## src/rtl/tri_setup_pkg.sv

```systemverilog
// tri_setup_pkg: screen limits, datapath widths and FSM state type shared by tri_setup and recip_div
package tri_setup_pkg;
  localparam int SCREEN_W = 320;
  localparam int SCREEN_H = 240;
  localparam int INV_AREA_FRAC = 24;
  localparam int X_W = 9;
  localparam int Y_W = 8;
  localparam int Z_W = 16;
  localparam int A_W = 9;
  localparam int B_W = 9;
  localparam int C_W = 18;
  localparam int AREA_W = 20;
  localparam int DIV_W = 18;
  localparam int Q_W = INV_AREA_FRAC + 1;
  typedef enum logic [2:0] {IDLE, EDGES, AREA, CHECK, DIV, ISSUE, WAIT_DONE} state_t;
endpackage

```

## src/rtl/tri_setup_div.sv

```systemverilog
// recip_div: restoring divider producing floor(2^24 / divisor_i), one quotient bit per cycle
//   start_i   : load and begin (divisor_i must stay stable while busy_o)
//   busy_o    : iteration in progress
//   done_o    : high during the last iteration; quot_o is final on the following cycle
//   quot_o    : 25-bit quotient
module recip_div
  import tri_setup_pkg::*;
(
  input  logic             clk,
  input  logic             rst,
  input  logic             start_i,
  input  logic [DIV_W-1:0] divisor_i,
  output logic             busy_o,
  output logic             done_o,
  output logic [Q_W-1:0]   quot_o
);
  logic [DIV_W-1:0] rem_q;
  logic [DIV_W:0]   trial;
  logic [4:0]       cnt_q;
  logic             fit;
  always_comb begin
    // the dividend 2^24 has only its top bit set, so that is the only 1 ever shifted in
    trial = {rem_q, cnt_q == 5'd0};
    fit = trial >= {1'b0, divisor_i};
    done_o = busy_o && cnt_q == 5'(Q_W - 1);
  end
  always_ff @(posedge clk) begin
    if (rst) begin
      busy_o <= 1'b0;
      cnt_q <= '0;
      rem_q <= '0;
      quot_o <= '0;
    end else if (start_i) begin
      busy_o <= 1'b1;
      cnt_q <= '0;
      rem_q <= '0;
      quot_o <= '0;
    end else if (busy_o) begin
      rem_q <= fit ? DIV_W'(trial - {1'b0, divisor_i}) : trial[DIV_W-1:0];
      quot_o <= {quot_o[Q_W-2:0], fit};
      cnt_q <= cnt_q + 5'd1;
      busy_o <= !done_o;
    end
  end
endmodule

```

## src/rtl/tri_setup.sv

```systemverilog
// tri_setup: triangle setup -- edge equations, clipped bbox, 1/area, then hand-off to the rasterizer
//   tri_valid/tri_ready          : triangle accept handshake (ready only in IDLE)
//   vx*/vy*/vz*/tri_color        : vertex x/y/depth and colour
//   a*/b*/c*, bb*, z*, color     : registered setup results, stable from start until done
//   inv_area                     : floor(2^24 / |area2|)
//   rasterizer_start/_done       : launch pulse and completion pulse
//   tri_culled                   : one-cycle pulse per rejected triangle
// Build option TRI_SETUP_BACKFACE_CULL_EN: cull negative-area triangles instead of flipping them.
module tri_setup
  import tri_setup_pkg::*;
(
  input  logic                clk,
  input  logic                rst,
  input  logic                tri_valid,
  output logic                tri_ready,
  input  logic [X_W-1:0]      vx1, vx2, vx3,
  input  logic [Y_W-1:0]      vy1, vy2, vy3,
  input  logic [Z_W-1:0]      vz1, vz2, vz3,
  input  logic [7:0]          tri_color,
  output logic signed [A_W-1:0] a1, a2, a3,
  output logic signed [B_W-1:0] b1, b2, b3,
  output logic signed [C_W-1:0] c1, c2, c3,
  output logic [X_W-1:0]      bbxi, bbxf,
  output logic [Y_W-1:0]      bbyi, bbyf,
  output logic [Z_W-1:0]      z1, z2, z3,
  output logic [7:0]          color,
  output logic [31:0]         inv_area,
  output logic                rasterizer_start,
  input  logic                rasterizer_done,
  output logic                tri_culled
);
`ifdef TRI_SETUP_BACKFACE_CULL_EN
  localparam bit BF = 1'b1;
`else
  localparam bit BF = 1'b0;
`endif
  typedef logic signed [A_W-1:0]  a_t;
  typedef logic signed [B_W:0]    b_t;
  typedef logic signed [C_W:0]    c_t;
  typedef logic signed [AREA_W:0] area_t;
  state_t state_q, state_d;
  logic [X_W-1:0] x_q [3];
  logic [Y_W-1:0] y_q [3];
  logic [Z_W-1:0] z_q [3];
  logic [7:0] color_q;
  // b and c carry one guard bit so out-of-range values can be detected before truncation
  a_t a_q [3];
  b_t b_q [3];
  c_t c_q [3];
  logic signed [AREA_W-1:0] area_q;
  logic [X_W-1:0] bxi_q, bxf_q, xmin, xmax;
  logic [Y_W-1:0] byi_q, byf_q, ymin, ymax;
  area_t area_w;
  logic neg, b_bad, c_bad, cull, div_start, div_busy, div_done;
  logic [Q_W-1:0] quot;
  always_comb begin
    area_w = area_t'(a_q[0]) * area_t'(x_q[0]) + area_t'(b_q[0]) * area_t'(y_q[0]) + area_t'(c_q[0]);
    neg = !BF && area_w[AREA_W];
    xmin = x_q[0];
    xmax = x_q[0];
    ymin = y_q[0];
    ymax = y_q[0];
    b_bad = 1'b0;
    c_bad = 1'b0;
    for (int i = 0; i < 3; i++) begin
      xmin = x_q[i] < xmin ? x_q[i] : xmin;
      xmax = x_q[i] > xmax ? x_q[i] : xmax;
      ymin = y_q[i] < ymin ? y_q[i] : ymin;
      ymax = y_q[i] > ymax ? y_q[i] : ymax;
      b_bad = b_bad | (b_q[i][B_W] != b_q[i][B_W-1]);
      c_bad = c_bad | (c_q[i][C_W] != c_q[i][C_W-1]);
    end
    cull = area_q == '0 || bxi_q > bxf_q || byi_q > byf_q || b_bad || c_bad || (BF && area_q[AREA_W-1]);
  end
  always_comb begin
    state_d = state_q;
    tri_ready = state_q == IDLE;
    rasterizer_start = state_q == ISSUE;
    tri_culled = state_q == CHECK && cull;
    div_start = state_q == CHECK && !cull;
    case (state_q)
      IDLE:      state_d = tri_valid ? EDGES : IDLE;
      EDGES:     state_d = AREA;
      AREA:      state_d = CHECK;
      CHECK:     state_d = cull ? IDLE : DIV;
      DIV:       state_d = div_done ? ISSUE : (div_busy ? DIV : IDLE);
      ISSUE:     state_d = WAIT_DONE;
      WAIT_DONE: state_d = rasterizer_done ? IDLE : WAIT_DONE;
      default:   state_d = IDLE;
    endcase
  end
  always_ff @(posedge clk) state_q <= rst ? IDLE : state_d;
  always_ff @(posedge clk) begin
    if (rst) begin
      for (int i = 0; i < 3; i++) begin
        x_q[i] <= '0;
        y_q[i] <= '0;
        z_q[i] <= '0;
        a_q[i] <= '0;
        b_q[i] <= '0;
        c_q[i] <= '0;
      end
      color_q <= '0;
      area_q <= '0;
      bxi_q <= '0;
      bxf_q <= '0;
      byi_q <= '0;
      byf_q <= '0;
    end else begin
      if (tri_valid && tri_ready) begin
        x_q <= '{vx1, vx2, vx3};
        y_q <= '{vy1, vy2, vy3};
        z_q <= '{vz1, vz2, vz3};
        color_q <= tri_color;
      end
      // edge i is opposite vertex i, built from vertices i+1 and i+2
      if (state_q == EDGES)
        for (int i = 0; i < 3; i++) begin
          a_q[i] <= a_t'(y_q[(i+1)%3]) - a_t'(y_q[(i+2)%3]);
          b_q[i] <= b_t'(x_q[(i+2)%3]) - b_t'(x_q[(i+1)%3]);
          c_q[i] <= c_t'(x_q[(i+1)%3]) * c_t'(y_q[(i+2)%3]) - c_t'(x_q[(i+2)%3]) * c_t'(y_q[(i+1)%3]);
        end
      if (state_q == AREA) begin
        area_q <= neg ? -area_w[AREA_W-1:0] : area_w[AREA_W-1:0];
        for (int i = 0; i < 3; i++) begin
          a_q[i] <= neg ? -a_q[i] : a_q[i];
          b_q[i] <= neg ? -b_q[i] : b_q[i];
          c_q[i] <= neg ? -c_q[i] : c_q[i];
        end
        bxi_q <= xmin;
        bxf_q <= xmax > X_W'(SCREEN_W - 1) ? X_W'(SCREEN_W - 1) : xmax;
        byi_q <= ymin;
        byf_q <= ymax > Y_W'(SCREEN_H - 1) ? Y_W'(SCREEN_H - 1) : ymax;
      end
    end
  end
  recip_div u_div (
    .clk       (clk),
    .rst       (rst),
    .start_i   (div_start),
    .divisor_i (area_q[DIV_W-1:0]),
    .busy_o    (div_busy),
    .done_o    (div_done),
    .quot_o    (quot)
  );
  assign {a1, a2, a3} = {a_q[0], a_q[1], a_q[2]};
  assign {b1, b2, b3} = {b_q[0][B_W-1:0], b_q[1][B_W-1:0], b_q[2][B_W-1:0]};
  assign {c1, c2, c3} = {c_q[0][C_W-1:0], c_q[1][C_W-1:0], c_q[2][C_W-1:0]};
  assign {z1, z2, z3} = {z_q[0], z_q[1], z_q[2]};
  assign {bbxi, bbxf, bbyi, bbyf} = {bxi_q, bxf_q, byi_q, byf_q};
  assign color = color_q;
  assign inv_area = 32'(quot);
endmodule

```

## config.mk

```make
export PLATFORM = sky130hd
export DESIGN_NAME = tri_setup
export DESIGN_NICKNAME = d
export VERILOG_FILES = /design/src/rtl/tri_setup_pkg.sv /design/src/rtl/tri_setup_div.sv /design/src/rtl/tri_setup.sv
export SDC_FILE = /design/constraint.sdc
export NUM_CORES = 2
export LEC_CHECK = 0
export ABC_AREA = 1
export CAP_MARGIN = 40
export CORE_MARGIN = 2
export CORE_UTILIZATION = 60
export CTS_BUF_LIST = sky130_fd_sc_hd__clkbuf_2
export DETAILED_ROUTE_END_ITERATION = 10
export PLACE_DENSITY_LB_ADDON = 0.25
export SYNTH_ARGS = -nofsm -noshare
export SYNTH_HDL_FRONTEND = slang
export SYNTH_SLANG_ARGS = --single-unit
```

## constraint.sdc

```tcl
create_clock -name clk -period 17.95 [get_ports clk]
set_input_delay 3.59 -clock clk [delete_from_list [all_inputs] [get_ports clk]]
set_output_delay 3.59 -clock clk [all_outputs]
set_load 0.05 [all_outputs]
```

Word level (Yosys, flattened, before mapping)
Memories as Yosys holds them, arrays and structs flattened.
Index checks and enable logic that the tools add are counted.

word-level totals
  word-level logic and storage cells = 171
  memories kept = 3
  input port bits = 111
  flip-flop bits (word level) = 213
  output and inout bits = 233
  bits in writable memories = 114

memory list
  name  words  width  rd ports  clocked after memory_dff  wr ports  RTL line         RTL
  c_q   3      19     3         0                         3         tri_setup.sv:49  c_t c_q [3];
  b_q   3      10     3         0                         3         tri_setup.sv:48  b_t b_q [3];
  a_q   3      9      3         0                         3         tri_setup.sv:47  a_t a_q [3];

cells by class
  add/sub/neg operators = 23
  reduce and logical (&&, ||, !) cells = 14
  $lt $le $gt $ge = 13
  multiply operators = 8
  equal/unequal tests = 13
  mux-type cells = 55
  bitwise logic cells = 22

operators with widths
  operator                                                        count
  19-bit 2-to-1 mux                                               9
  9-bit 2-to-1 mux                                                14
  9-bit by 8-bit multiplier with 17-bit output                    6
  10-bit 2-to-1 mux                                               9
  19-bit negation                                                 3
  17-bit by 17-bit subtractor with 18-bit output                  3
  8-bit 2-to-1 mux                                                5
  10-bit negation                                                 3
  9-bit by 9-bit subtractor with 10-bit output                    3
  9-bit greater-than comparator                                   3
  9-bit negation                                                  3
  8-bit by 8-bit subtractor with 9-bit output                     3
  8-bit greater-than comparator                                   3
  1-bit bitwise OR                                                22
  20-bit by 19-bit adder with 21-bit output                       1
  3-bit case mux with 7 select lines                              1
  19-bit by 19-bit adder with 20-bit output                       1
  20-bit zero test                                                1
  20-bit 2-to-1 mux                                               1
  20-bit negation                                                 1
  19-bit by 18-bit greater-or-equal comparator with 1-bit output  1
  10-bit by 9-bit multiplier with 19-bit output                   1
  9-bit by 10-bit multiplier with 19-bit output                   1
  9-bit less-than comparator                                      2
  19 further kinds                                                48

Longest topological paths before layout
An unclocked memory read counts as a cell.

  depth in word-level cells = 9
  gate-level depth with buffers = 35

Modules after synthesis
From an unflattened synthesis, not the netlist that was laid out.

unflattened totals
  cell total of the unflattened synthesis = 5623
  area total of the unflattened synthesis = 42497.0 µm²

modules (own cells, without submodules)
  module     cells each  sequential area each (µm²)  times used  area each (µm²)
  tri_setup  5081        6706.4                      1           39152.6
  recip_div  542         980.9                       1           3344.5

Least setup slack after synthesis
Ideal clock, no wire load.

  path kind = reg2reg
  start point = memory a_q[0][8] (netlist bit)
  end point = memory a_q[0][10] (netlist bit), enable pin
  clock period less this slack = 8.652 ns
  stages on the path, launching flop included = 23
  data arrival time = 8.185 ns
  slack = 9.298 ns
  required time = 17.483 ns
  path through = edfxtp_1 clkinv_1 nor2_1 fa_1 inv_1 fa_1 fa_1 inv_1 fa_1 fa_1 fa_1 ha_1 ha_1 a21oi_1 nand2_1 a21oi_1 nand2_1 nand2_1 nand2_2 xor2_4 buf_6 o21ai_0 nand2_1

RTL lines
  what             RTL line
  start, declared  tri_setup.sv:47

==> results by group <==
Outcome
  • Status: finished clean

CTS
  • Postcts setup bufs: 0
  • CTS tree: built
  • Clock slew at reported path FFs: 0.12 ns
  • Clock Path Buffers: 3
  • Clk root buf: clkbuf_2
  • Hold buffer count at cts: 0
  • Sink Count: 327
  • Inserted Clock Buffers: 92
  • Number of gates resized after cts: 0
  • H-tree Lvls: 3
  • Clock Latency Late Sink: 1.22 ns

Die
  • Rows: 96
  • Die height: 268 um
  • I/O pin cnt: 344
  • Die width: 268 um
  • Effective utilization at floorplan: 60.9%
  • Core Area: 0.0689 mm^2
  • Die footprint: 0.0721 mm^2

STA
  • Slew @ Worst Pin: 0.982 ns
  • Fin crit share: 50.1%
  • Sum Neg Setup Slack: 0 ns
  • Setup Viol. Count Final: 0
  • Final Hold Viols: 0
  • Slew Limit Fails: 0
  • Unrepaired setup endpoints after global routing: false
  • FMAX: 111 MHz
  • Final Skew: 0.115 ns
  • Final min period: 8.99 ns
  • Relative slew slack: 34.5%

Global route
  • Initial antenna violation count: 3
  • Global Route Usage Sum: 33.9%
  • Largest net degree at the start of global routing: 76
  • Global-route wire length before repair: 191000 um
  • Vias in the first global route: 36100
  • GRT Residual Overflow: 0

Logic synthesis
  • Largest cells by area after synthesis: fa_1, ha_1, inv_1
  • Post-synthesis cell type count: 59
  • Yosys top cell by area: fa_1
  • YS warnings: 0
  • Gate count of the mapped netlist: 5501
  • Synth Register Bits: 327
  • Area share of the largest cell type after synthesis: 24.5%
  • Mean Syn Cell Area: 7.63 um^2
  • Mapped Area: 0.0420 mm^2
  • Post-synth top flop: dfxtp_1
  • Number of flops mapped to enable cells by yosys: 114
  • Sequential share of the synthesized area: 18.3%
  • Share of flip-flops with an asynchronous set or reset: 0%

Routing
  • Via density per instance: 5.46
  • Wire per inst: 18.0 um
  • Number of DRC markers in iteration 0: 3365
  • DRC Markers: 0
  • WL final: 121000 um
  • Antenna viol nets, final: 0
  • Via count: 36500
  • Router iterations before antenna repair: 6

Pwr
  • Pwr Density: 173 mW/mm^2
  • Max IR drop VDD: 0.000209 V
  • Pleak: 24.7 nW

Run
  • Max cap viols: 0

Setup path
  • Largest delay share family, worst path: adder cells
  • Worst Setup Start Kind: flop
  • Top cell by count, worst path: fa_1
  • CP max FO: 55
  • Worst EP arrival: 9.73 ns
  • Worst-path cell chain: buf_4 -> nand2_1 -> fa_1 -> inv_1 -> fa_1 -> inv_1 -> fa_1 -> inv_1 -> fa_1 -> fa_1 -> fa_1 -> ha_1 -> ha_1 -> a21oi_1 -> nand2_1 -> a21oi_1 -> nand2_1 -> nand2_1 -> nand2_2 -> xor2_4 -> o21ai_0 -> nand2_4 -> buf_4
  • CP endpoint kind: flop
  • Kind of critical path: reg -> reg
  • Crit-path slowest cell: dfxtp_1
  • Crit path buffers/inverters: 5
  • Critical Path RT: 18.69 ns
  • CP max stage delay: 0.98 ns

Layout
  • Share of layout cells above drive strength 1: 4.91%
  • Finished Cell Area: 0.0464 mm^2
  • Synth-to-layout area growth: 10.6%
  • Final #Nets: 6726

Place
  • Gpl congestion: 0.992
  • Post-Place Cell Area: 0.0455 mm^2
  • # port buffers: 336
  • Post-DP HPWL: 91900 um

Worst hold path
  • Class of the worst hold path: reg -> reg
metrics by stage:
| step | std cells | total power, mW | setup WS (ns) | hold WS (ns) | util (%) |
|---|---|---|---|---|---|
| detailed placement | 6512 | 7.36 | 9.18 | 0.452 | 66.0 |
| global route | 6686 | 8.99 | 8.52 | 0.481 | 67.3 |
| finish | 6686 | 8.05 | 8.96 | 0.465 | 67.3 |
| CTS | 6680 | 8.01 | 9.07 | 0.468 | 67.3 |
| global placement | 6508 | 7.20 | 9.32 | 0.448 | 65.9 |
| floorplan | 5507 | 5.98 | 9.30 | 0.448 | - |
cell usage in the layout (no fill, tap or decap), types with 7 or more instances in the layout:
cell             synthesis  layout
inv_1                 1258    1256
nand2_1               1244    1241
fa_1                   514     514
ha_1                   426     426
a21oi_1                334     334
clkdlybuf4s50_1          0     334
nor2_1                 247     245
o21ai_0                240     240
dfxtp_1                213     213
nand3_1                181     181
clkbuf_2                 1     133
edfxtp_1               114     114
xor2_1                  67      67
buf_4                   90      67
nor3_1                  39      38
xnor2_1                 38      38
o22ai_1                 31      31
nand4_1                 27      27
clkinv_1                 4      24
or2_2                   20      20
a31oi_1                 14      14
a21o_1                  13      13
o21ai_1                 13      13
o31ai_1                 12      12
a22o_1                  11      11
nor3_2                   9      10
nor4_1                  10      10
o32ai_1                 10      10
o21a_1                   9       9
nand2_2                  6       7
a32o_1                   7       7
conb_1                   1       7
worst reg2reg max path, stage by stage, from the launching register on:
cell     delay [ns]
dfxtp_1        0.98
buf_4          0.40
nand2_1        0.20
fa_1           0.58
inv_1          0.15
fa_1           0.70
inv_1          0.09
fa_1           0.48
inv_1          0.05
fa_1           0.45
fa_1           0.51
fa_1           0.41
ha_1           0.29
ha_1           0.36
a21oi_1        0.21
nand2_1        0.07
a21oi_1        0.17
nand2_1        0.10
nand2_1        0.08
nand2_2        0.09
xor2_4         0.43
o21ai_0        0.23
nand2_4        0.67
buf_4          0.81
layout make-up:
cell class	instances	area, um^2
flip-flops and latches	327	7690
clock inverters	35	225
multi-input cells	3586	28000
repair buffers	406	3910
fillers	5860	22500
clock buffers	133	666
diodes	6	15.0
well taps	931	1160
inverters	1262	4740
final timing paths:
path	start	slack, ns	cells past startpoint	to
worst max-delay path	y_q[16]$_SDFFE_PP0P_	8.96	23	c_q[0][39]$_DFFE_PN_
worst min-delay path	z1[8]$_SDFFE_PP0P_	0.46	2	z1[8]$_SDFFE_PP0P_
worst max register to register	y_q[16]$_SDFFE_PP0P_	8.96	23	c_q[0][39]$_DFFE_PN_
worst min register to register	z1[8]$_SDFFE_PP0P_	0.46	2	z1[8]$_SDFFE_PP0P_
routing by layer:
metal	share of wire, %	GRT usage (%)	vias to the layer above
met2	44	52.7	1836
li1	-	-	17100
met5	0	0	-
met1	40	45.2	17200
met3	12	8.27	320
met4	4.8	15.1	0
registers in the layout (all words and copies together) (netlist names), 16 cells and up:
signal	flops
a_q	27
area_q	20
b_q	30
c_q	57
u_div.quot_o	25
u_div.rem_q	18
x_q	27
y_q	24
z1	16
z2	16
z3	16
cell usage after synthesis, drive strengths merged, types with 2 or more instances:
cell       n
a31oi     14
o21a       9
clkinv     4
nand4     27
a221oi     2
edfxtp   114
nand2   1252
nand3    184
a21o      13
inv     1258
nor3      48
nor2     253
nand3b     4
a211oi     5
buf      129
xor2      68
o32ai     10
a21boi     7
o21ai    255
a22o      11
or2       21
fa       514
xnor2     39
dfxtp    213
a21oi    336
clkbuf   203
o211ai     6
nor4      11
o22ai     31
o41ai      2
a32o       7
o31ai     12
ha       426
o21bai     6
where the power goes:
part           internal, mW  switching, mW
registers             0.914          0.164
logic                  2.30           4.06
clock network         0.225          0.385
kinds of logic (layout without fill, tap and decap cells):
| logic type | count (synthesis) | after routing | share of synthesized area (%) |
|---|---|---|---|
| xor+xnor | 107 | 107 | 2.30 |
| compound gates | 730 | 730 | 9.57 |
| buf+inv | 1594 | 1836 | 15.1 |
| mux | 1 | 1 | 0.0238 |
| flops | 327 | 327 | 18.3 |
| other cells | 1 | 13 | 0.00893 |
| fa+ha+maj | 940 | 940 | 37.2 |
| simple gates | 1801 | 1801 | 17.5 |
(Power assumes the default switching activity.)
